<file path="src/rtl/ex_stage.sv">
// ex_stage: registered ALU/branch-compare execute stage with a two-entry main/skid output buffer; optional clock-enable output under EX_STAGE_CLKGATE_EN
module ex_stage #(
  parameter int XLEN = 32
) (
  input  logic            clk,
  input  logic            rst_n,
  input  logic            flush,
  input  logic            in_valid,
  output logic            in_ready,
  input  logic [3:0]      in_alu_ctrl,
  input  logic [XLEN-1:0] in_op_a,
  input  logic [XLEN-1:0] in_op_b,
  input  logic            in_is_branch,
  input  logic [2:0]      in_funct3,
  input  logic [4:0]      in_rd,
`ifdef EX_STAGE_CLKGATE_EN
  output logic            ex_clk_en,
`endif
  output logic            out_valid,
  input  logic            out_ready,
  output logic [XLEN-1:0] out_result,
  output logic            out_zero,
  output logic            out_branch_taken,
  output logic [4:0]      out_rd
);
  typedef struct packed {
    logic [XLEN-1:0] res;
    logic            zero;
    logic            taken;
    logic [4:0]      rd;
  } entry_t;
  entry_t main_q, skid_q, new_e;
  logic main_v, skid_v, acc, xfer, en, slt, sltu;
  assign acc  = in_valid & in_ready;
  assign xfer = main_v & out_ready;
  assign slt  = $signed(in_op_a) < $signed(in_op_b);
  assign sltu = in_op_a < in_op_b;
`ifdef EX_STAGE_CLKGATE_EN
  assign ex_clk_en = rst_n & (acc | main_v | flush);
  assign en = ex_clk_en;
`else
  assign en = 1'b1;
`endif
  // ALU result plus zero flag and BEQ/BNE resolution for the incoming operation
  always_comb begin
    new_e = '0;
    new_e.res = in_alu_ctrl == 4'd1 ? in_op_a - in_op_b :
                in_alu_ctrl == 4'd2 ? in_op_a & in_op_b :
                in_alu_ctrl == 4'd3 ? in_op_a | in_op_b :
                in_alu_ctrl == 4'd4 ? in_op_a ^ in_op_b :
                in_alu_ctrl == 4'd5 ? {{(XLEN-1){1'b0}}, slt} :
                in_alu_ctrl == 4'd6 ? {{(XLEN-1){1'b0}}, sltu} :
                in_op_a + in_op_b;
    new_e.zero = new_e.res == '0;
    new_e.taken = in_is_branch & ((in_funct3 == 3'b000 & new_e.zero) | (in_funct3 == 3'b001 & ~new_e.zero));
    new_e.rd = in_rd;
  end
  // occupancy: skid refills main on transfer, accept fills main if free/leaving else skid
  always_ff @(posedge clk) begin
    if (!rst_n || flush) begin
      main_v <= 1'b0;
      skid_v <= 1'b0;
    end else begin
      main_v <= skid_v | acc | (main_v & ~xfer);
      skid_v <= (skid_v & ~xfer) | (acc & main_v & ~xfer);
    end
  end
  // entry data; skid has priority into main so FIFO order holds
  always_ff @(posedge clk) begin
    if (!rst_n) begin
      main_q <= '0;
      skid_q <= '0;
    end else if (en && !flush) begin
      if (skid_v && xfer) main_q <= skid_q;
      else if (acc && (!main_v || xfer)) main_q <= new_e;
      if (acc && main_v && !xfer) skid_q <= new_e;
    end
  end
  assign in_ready         = ~skid_v;
  assign out_valid        = main_v;
  assign out_result       = main_q.res;
  assign out_zero         = main_q.zero;
  assign out_branch_taken = main_q.taken;
  assign out_rd           = main_q.rd;
endmodule

</file>
<file path="config.mk">
export PLATFORM = sky130hd
export DESIGN_NAME = ex_stage
export DESIGN_NICKNAME = d
export VERILOG_FILES = /design/src/rtl/ex_stage.sv
export SDC_FILE = /design/constraint.sdc
export NUM_CORES = 1
export LEC_CHECK = 0
export BUFFER_PORTS_ARGS = -buffer_cell sky130_fd_sc_hd__clkbuf_2
export CORE_MARGIN = 2
export CORE_UTILIZATION = 45
export CTS_CLUSTER_SIZE = 20
export DETAILED_ROUTE_END_ITERATION = 8
export GPL_TIMING_DRIVEN = 0
export PLACE_DENSITY = 0.69
export SYNTH_ARGS = -nofsm -noshare
export SYNTH_HDL_FRONTEND = slang
export SYNTH_SLANG_ARGS = --single-unit
</file>
<file path="constraint.sdc">
create_clock -name clk -period 9.1 [get_ports clk]
set_input_delay 1.82 -clock clk [delete_from_list [all_inputs] [get_ports clk]]
set_output_delay 1.82 -clock clk [all_outputs]
set_load 0.01 [all_outputs]
</file>
==> out/metrics.cfg <==
[worst_setup_path]
crit_required_ps=9370
critPathArrivalTime_ps=6230
crit_type=in2reg
reg2reg_from=skid_v
critPathMaxFanout=7
cp-start-kind=primary input
cp-end-kind=flip-flop
reg2reg_depth=7
reg2reg_slack_ps=6390
worstReg2RegEnd=out_result[28]

[cts]
cts_max_level=3
clk_latency_ps=340
postCtsSetupBuffers=0
cts_buffer_depth=2
cts_resized=0
cts_buffers=9
cts_hold_buf=0
path_clk_slew_ps=60
clock-sinks=80
cts_tree=done
cts_root_buf=clkbuf_16

[power_and_ir_drop]
p_leak_nw=4.64
finalPower_mw=1.29
pwr_density_cell_nw_per_um2=120
peakVddDrop_mv=0.0785

[floorplan]
core-area_sq_um=20800
start_util_pct=45.5
rows=53
io-pin-count=123
die_w_um=149
die_h_um=149
dieArea_sq_um=22200

[finish]
diodes=0
syn2layout_area_growth_pct=13.0
nNetsFinal=1685
utilization_pct=51.4
final_cell_mix=nor2_1, a21oi_1, nand2_1
drive_above_1_share_pct=13.8
layout_commonest_cell=nor2_1
final_area_sq_um=10700

[routing]
vias=11000
drt_iter0_drc=1309
postRouteWirelength_um=36700
postRouteAntennaNets=0
first_pass_iters=6
wire_per_inst_um=20.6
drc=0
vias_per_cell=6.21

[synthesis]
yosys.area.top_type=dfxtp_1
syn_avg_cell_area_sq_um=6.93
synth_area_sq_um=9470
ys_dominant_reg_cell=dfxtp_1
synth_seq_area_share_pct=16.9
synth_edf_count=0
syn_inst=1367
yosys_warnings=0
synth.top_cell.area_share_pct=16.9
ys_seq_elements=80
synth_nets=1553
ys_types=93
synthArstFlopShare_pct=0
synthTopCellsByArea=dfxtp_1, ha_1, a21oi_1

[sta]
setup_violations=0
fmax_mhz=168
final.setup.tns_ps=0
final_hold_viol_count=0
finalCritPeriodShare_pct=65.5
hold_slack_ps=455
slew_headroom_pct=5.28
rsz0062_at_grt=false
layout_min_cycle_time_ps=5960
tightestPinTransition_ps=1410
fin_skew_ps=8.46
slew_violations=0

[placement]
routabilityCongestion=1.04
io_buffers=120
dp_hpwl_um=29400
place_area_sq_um=10400

[hold_path]
min_from=skid_q[12]
hold_path_depth=2
hold_end=skid_q[12]
hp-class=reg2reg

[global_route]
grt_pass1_wl_um=56400
grt_max_degree=14
grt_pass1_vias=10100
grt_usage_pct=32.4
antenna_found_initial=0
grt-ovfl-total=0

[flow_run]
timing.max_cap.violations=0

[outcome]
status=completed

power by group:
group / switching, mW / internal (mW)
Clock: 0.143 / 0.198
Combinational: 0.374 / 0.199
Sequential: 0.00814 / 0.366
Total: 0.525 / 0.763
cell type report:
type                            instances  area [sq um]
Clock buffer                           11           253
Clock inverter                          4          30.0
Inverter                              105           394
Sequential cell                        80          1600
Multi-Input combinational cell       1096          7080
Timing Repair Buffer                  121           606
Buffer                                 86           399
Tap cell                              275           344
Fill cell                            2172         10100
critical path: stages:
cell,delay [ps]
clkbuf_2,110
inv_1,50
ha_1,390
nor4_1,440
nand4bb_1,150
a31oi_1,440
nor2_1,200
o21ai_1,410
a311oi_1,290
o211ai_1,240
nor4b_1,810
and4_1,350
and4b_1,270
nand3_1,120
a21oi_2,140
layer usage:
layer / global-route usage [%] / up-vias / share of wire (%) / wire (um)
met5: 0 / - / 0 / 0
met4: 14.0 / 0 / 5.3 / 1930
met3: 6.15 / 108 / 10 / 3820
met2: 50.7 / 628 / 43 / 15900
met1: 43.6 / 5105 / 41 / 15000
li1: - / 5198 / - / -
synth_stat cells, drive strengths merged, types with 7 or more instances:
cell type    n
a311oi      22
clkbuf      52
a21o        17
a211oi      35
xnor2       14
inv        104
nor3        43
o21ai       74
nand3       34
nand4       10
nor2b       19
o22ai        9
mux2i        8
a21oi      148
o211ai      17
a2111oi      7
nand2      142
nor2       173
dfxtp       80
a211o        9
nand2b      20
ha         102
and2         7
or3         10
a31oi       12
nor4        24
a221o        7
o31ai       16
a221oi       8
buf         34
logic make-up (layout without fill, tap and decap cells):
| group | count (synthesis) | after routing | share of synthesized area, % |
|---|---|---|---|
| AND/OR/NAND/NOR | 518 | 518 | 25.9 |
| AO/OA/AOI/OAI | 445 | 445 | 32.0 |
| buffers and inverters | 191 | 327 | 8.37 |
| adder cells (fa/ha/maj) | 104 | 104 | 13.9 |
| XOR/XNOR | 18 | 18 | 1.66 |
| multiplexers | 11 | 11 | 1.20 |
| flip-flops | 80 | 80 | 16.9 |
worst max-delay path by stage:
stage                start                to  slack (ps)  cells after the start
2_1_floorplan  in_op_a[14]          out_zero        4260                     15
3_3_place_gp   in_op_a[10]         skid_q[6]        2940                     15
3_5_place_dp   in_op_a[10]         skid_q[6]        2980                     15
4_1_cts        in_op_a[10]         skid_q[6]        3290                     15
5_1_grt        in_op_a[11]  out_branch_taken        2930                     15
6_report       in_op_a[10]         skid_q[6]        3140                     15
registers in the layout (all words and copies together), names as in the netlist:
name,cells
out_result,32
skid_v,1
skid_q,39
out_branch_taken,1
out_rd,5
out_zero,1
out_valid,1
per-stage QoR:
| stage | setup WS [ps] | cells |
|---|---|---|
| after floorplan | 4260 | 1367 |
| after global placement | 2940 | 1762 |
| after detailed placement | 2980 | 1763 |
| after CTS | 3290 | 1778 |
| after global routing | 2930 | 1778 |
| final | 3140 | 1778 |
Power figures use the tool's default switching activity.
